**src/rtl/spi_flash_read_seq.sv**
```systemverilog
// READ (0x03) command sequencer for the single-lane SPI flash master.
// It pushes the command, address and dummy bytes, then streams the payload back from the RX FIFO.
module spi_flash_read_seq #(
    parameter int          ADDR_WIDTH      = 24,
    parameter int          LEN_WIDTH       = 16,
    parameter int          MAX_OUTSTANDING = 8,
    parameter logic [7:0]  CMD_READ        = 8'h03,
    parameter int          CS_INDEX        = 0
) (
    input  logic                  clkIn,
    input  logic                  rstIn,
    input  logic                  startIn,
    input  logic [ADDR_WIDTH-1:0] addrIn,
    input  logic [LEN_WIDTH-1:0]  lenIn,
    output logic                  busyOut,
    output logic                  doneOut,
    output logic [7:0]            dataOut,
    output logic                  dataValidOut,
    output logic [7:0]            spiTxDataOut,
    output logic                  spiTxEnOut,
    output logic [31:0]           spiCsOut,
    input  logic [7:0]            spiRxDataIn,
    input  logic                  spiRxRdyIn,
    output logic                  spiRxRdEnOut
);

    localparam int CW = LEN_WIDTH + 1;

    typedef enum logic [2:0] {S_IDLE, S_CMD, S_DATA, S_DRAIN, S_DONE} state_t;

    state_t                state_q, state_d;
    logic [ADDR_WIDTH-1:0] addr_q, addr_d;
    logic [CW-1:0]         total_q, total_d;
    logic [CW-1:0]         tx_cnt_q, tx_cnt_d;
    logic [CW-1:0]         rx_cnt_q, rx_cnt_d;
    logic                  busy_q, busy_d;
    logic                  done_q, done_d;
    logic [7:0]            data_q, data_d;
    logic                  valid_q, valid_d;
    logic [7:0]            tx_data_q, tx_data_d;
    logic                  tx_en_q, tx_en_d;

    logic [CW-1:0] outstanding;
    logic          push;
    logic          pop;

    assign outstanding = tx_cnt_q - rx_cnt_q;
    assign pop  = spiRxRdyIn && busy_q && (rx_cnt_q < total_q);
    // Throttle uses this cycle's counters, so a same-cycle pop does not free a slot until next cycle.
    assign push = ((state_q == S_CMD) || (state_q == S_DATA)) && (tx_cnt_q < total_q)
                  && (outstanding < CW'(MAX_OUTSTANDING));

    always_comb begin
        state_d   = state_q;
        addr_d    = addr_q;
        total_d   = total_q;
        tx_cnt_d  = tx_cnt_q;
        rx_cnt_d  = rx_cnt_q;
        busy_d    = busy_q;
        done_d    = 1'b0;
        data_d    = data_q;
        valid_d   = 1'b0;
        tx_data_d = tx_data_q;
        tx_en_d   = 1'b0;

        if (pop) begin
            rx_cnt_d = rx_cnt_q + CW'(1);
            if (rx_cnt_q >= CW'(4)) begin
                data_d  = spiRxDataIn;
                valid_d = 1'b1;
            end
        end

        if (push) begin
            tx_en_d  = 1'b1;
            tx_cnt_d = tx_cnt_q + CW'(1);
            if (tx_cnt_q == CW'(0))      tx_data_d = CMD_READ;
            else if (tx_cnt_q == CW'(1)) tx_data_d = addr_q[23:16];
            else if (tx_cnt_q == CW'(2)) tx_data_d = addr_q[15:8];
            else if (tx_cnt_q == CW'(3)) tx_data_d = addr_q[7:0];
            else                         tx_data_d = 8'h00;
        end

        case (state_q)
            S_IDLE: begin
                if (startIn) begin
                    if (lenIn != '0) begin
                        addr_d   = addrIn;
                        total_d  = {1'b0, lenIn} + CW'(4);
                        tx_cnt_d = '0;
                        rx_cnt_d = '0;
                        busy_d   = 1'b1;
                        state_d  = S_CMD;
                    end else begin
                        done_d = 1'b1;
                    end
                end
            end
            S_CMD: begin
                if (tx_cnt_d == CW'(4)) state_d = S_DATA;
            end
            S_DATA: begin
                if (tx_cnt_d == total_q) state_d = S_DRAIN;
            end
            S_DRAIN: begin
                if (rx_cnt_q == total_q) begin
                    done_d  = 1'b1;
                    busy_d  = 1'b0;
                    state_d = S_DONE;
                end
            end
            S_DONE: begin
                state_d = S_IDLE;
            end
            default: state_d = S_IDLE;
        endcase
    end

    always_ff @(posedge clkIn or posedge rstIn) begin
        if (rstIn) begin
            state_q   <= S_IDLE;
            addr_q    <= '0;
            total_q   <= '0;
            tx_cnt_q  <= '0;
            rx_cnt_q  <= '0;
            busy_q    <= 1'b0;
            done_q    <= 1'b0;
            data_q    <= '0;
            valid_q   <= 1'b0;
            tx_data_q <= '0;
            tx_en_q   <= 1'b0;
        end else begin
            state_q   <= state_d;
            addr_q    <= addr_d;
            total_q   <= total_d;
            tx_cnt_q  <= tx_cnt_d;
            rx_cnt_q  <= rx_cnt_d;
            busy_q    <= busy_d;
            done_q    <= done_d;
            data_q    <= data_d;
            valid_q   <= valid_d;
            tx_data_q <= tx_data_d;
            tx_en_q   <= tx_en_d;
        end
    end

    assign busyOut      = busy_q;
    assign doneOut      = done_q;
    assign dataOut      = data_q;
    assign dataValidOut = valid_q;
    assign spiTxDataOut = tx_data_q;
    assign spiTxEnOut   = tx_en_q;
    assign spiRxRdEnOut = pop;
    assign spiCsOut     = 32'(CS_INDEX);

endmodule
```
**config.mk**
```make
export PLATFORM = sky130hd
export DESIGN_NAME = spi_flash_read_seq
export DESIGN_NICKNAME = d
export VERILOG_FILES = /design/src/rtl/spi_flash_read_seq.sv
export SDC_FILE = /design/constraint.sdc
export NUM_CORES = 1
export LEC_CHECK = 0
export ABC_CLOCK_PERIOD_IN_PS = 10300
export CORE_MARGIN = 5
export CORE_UTILIZATION = 60
export CTS_BUF_LIST = sky130_fd_sc_hd__clkbuf_8
export DETAILED_ROUTE_END_ITERATION = 10
export DONT_BUFFER_PORTS = 1
export PLACE_DENSITY = 0.84
export SYNTH_ARGS = -nofsm -noshare
export SYNTH_HDL_FRONTEND = slang
export SYNTH_SLANG_ARGS = --single-unit
```
**constraint.sdc**
```tcl
create_clock -name clkIn -period 10.3 [get_ports clkIn]
set_input_delay 2.06 -clock clkIn [delete_from_list [all_inputs] [get_ports clkIn]]
set_output_delay 2.06 -clock clkIn [all_outputs]
set_load 0.02 [all_outputs]
```
==> impl_metrics.toml <==
[synth]
synthFlopType = "dfrtp_1"
synthTopCellsByCount = "167 x nand2_1, 98 x dfrtp_1, 56 x ha_1, 56 x nor2_1, 52 x inv_1"
synth-edff-count = 0
ys_ff_latch = 98
async_reset_ff_share_pct = 100
syn_avg_cell_area_um2 = 8.18
seq_area_frac_synth_pct = 32.6
syn-cell-area_um2 = 7530
ys_types = 70
yosys-top-cells-area = "dfrtp_1 33%, ha_1 9.3%, nand2_1 8.3%"
yosysMostFrequentCell = "nand2_1"
yosys.area.top_type = "dfrtp_1"
syn-instance-count = 920
ys.warnings.count = 0
synth_top_cell_area_share_pct = 32.6

[worst_hold_path]
hold_path_end = "addr_q[17]"
hp-start = "addr_q[17]"
hold_path_class = "reg -> reg"
whs_path_depth = 2

[grt]
grt_usage_pct = 27.1
overflow = 0
grt_pass1_wl_um = 32000
antenna_found_initial = 0
grt_start_max_net_pins = 74
grt_pass1_vias = 6248

[power_and_ir_drop]
power_w = 0.00213
power.density_nw_per_um2 = 275
ir_worst_vdd_v = 0.000167
p_leak_nw = 3.59

[sta]
fmax_ghz = 0.194
relSlewSlack_pct = 46.0
worstMarginPinSlew_ns = 0.802
rsz0062_at_grt = "no"
finClkSkew_ns = 0.00980
min_period_ns = 5.16
final_hold_viol_count = 0
setup_violations = 0
finalMaxSlewViolations = 0
finalCritPeriodShare_pct = 50.1
setup_tns_ns = 0

[setup_path]
cp_data_required_time_ns = 8.24
crit_path_end_kind = "output port"
start_kind = "primary input"
rrSetupSlack_ns = 5.70
crit_type = "in -> out"
timing.rr.start = "tx_cnt_q[2]"
crit_arrival_ns = 3.10
path_max_fanout = 14
rr_endpoint = "state_q[0]"
r2r_cells = 13

[detailed_routing]
wl_per_cell_um = 18.2
drtAntennaViolNets = 0
via_per_inst = 6.18
drc_errors = 0
wirelength_um = 19500
via_count = 6622
drt_pass1_iterations = 6
drt_iter0_markers = 587

[cts]
cts_setup_buffers = 0
cts_root_buf = "clkbuf_8"
clock-sinks = 98
post_cts_resized = 0
clk_pin_slew_worst_paths_ns = 0.09
hold_buffers = 0
insertion_delay_ns = 0.38
numCtsBuffers = 9
h-tree-depth = 3
tritoncts = "built"
cts_buffer_depth = 2

[cells_and_area]
layout-drive-gt1-share_pct = 6.12
finalNonFillerCells = 1071
nets = 1001
areaGrowthSynthToFinish_pct = 2.82
final_cell_area_um2 = 7740
final_util_pct = 62.1

[placed_design]
place_area_um2 = 7490
port_buffers = 0
dpl.hpwl_um = 14600
dp_cells = 1054
gp_congestion = 1.01

[floorplan]
fp.dieW_um = 122
start_util_pct = 60.4
core-area_um2 = 12500
io_pins = 105
die_h_um = 122
fp-row-count = 41
die_area_um2 = 14900

[job]
drv_cap = 0

[run_status]
status = "finished, final reports clean"
[worst max path at each step]
| stage | from | endpoint | slack (ns) | cells after the start |
|---|---|---|---|---|
| floorplan | spiRxRdyIn | spiRxRdEnOut | 5.27 | 5 |
| global placement | spiRxRdyIn | spiRxRdEnOut | 5.19 | 6 |
| detailed placement | spiRxRdyIn | spiRxRdEnOut | 5.17 | 6 |
| CTS | spiRxRdyIn | spiRxRdEnOut | 5.16 | 6 |
| global route | spiRxRdyIn | spiRxRdEnOut | 5.00 | 6 |
| finish | spiRxRdyIn | spiRxRdEnOut | 5.14 | 6 |
[final cells by class]
| type | instances | area [um^2] |
|---|---|---|
| inverter | 53 | 201 |
| tap | 172 | 215 |
| antenna | 1 | 2.50 |
| fill | 1131 | 4720 |
| sequential | 98 | 2450 |
| clock inverter | 6 | 111 |
| timing repair buffer | 6 | 45.0 |
| multi-input combinational | 725 | 4580 |
| clock buffer | 10 | 138 |
[layout by cell type (no fill, tap or decap), types with 22 or more instances in the layout]
cell and n:
inv_1 51, nand2_1 167, ha_1 56, nor4_1 22, o21ai_0 38, nand3_1 33
conb_1 32, nor2_1 56, xnor2_1 39, a21oi_1 40, nor3_1 25, dfrtp_1 98
[through the flow]
stage	setup slack, ns	hold slack (ns)
after detailed placement	5.17	0.457
after CTS	5.16	0.481
after global routing	5.00	0.505
final	5.14	0.476
after global placement	5.19	0.452
after floorplan	5.27	0.440
[worst max-delay path: stages]
cell and delay, ns:
and4b_1 0.21, nand2_1 0.08, o21ai_0 0.09, a21oi_1 0.13
buf_4 0.20, clkinv_1 0.33
[flip-flops by register name (all words and copies together) (netlist names)]
name and cells:
state_q 3, dataOut 8, busyOut 1, rx_cnt_q 17, spiTxEnOut 1, spiTxDataOut 8, tx_cnt_q 17, addr_q 24
total_q 17, doneOut 1, dataValidOut 1
[cells by family (layout without fill, tap and decap cells)]
kind of cell             count (synthesis)  count (layout)  synth area share (%)
other                                    1              33                0.0498
adder cells (fa/ha/maj)                 56              56                  9.31
AND/OR/NAND/NOR                        399             399                  26.4
AO/OA/AOI/OAI                          165             165                  14.4
buffers and inverters                  128              75                  8.26
multiplexers                            18              18                  2.54
flip-flops                              98              98                  32.6
XOR/XNOR                                55              55                  6.50
[report_power, final]
group / internal, W / total (W) / switching [W] / leakage, nW
Sequential: 0.000512 / 0.000705 / 0.000193 / 1.26
Clock: 0.000168 / 0.000308 / 0.000140 / 0.123
Combinational: 0.000457 / 0.00111 / 0.000655 / 2.21
Total: 0.00114 / 0.00213 / 0.000989 / 3.59
[routing by layer]
layer  vias up  global-route usage (%)  part of all wire (%)
li1       3121                       -                     -
met1      3123                    37.1                    42
met2       318                    41.3                    45
met3        60                    6.45                   9.2
met4         0                    11.2                   4.1
met5         -                       0                     0
Power figures use the tool's default switching activity.
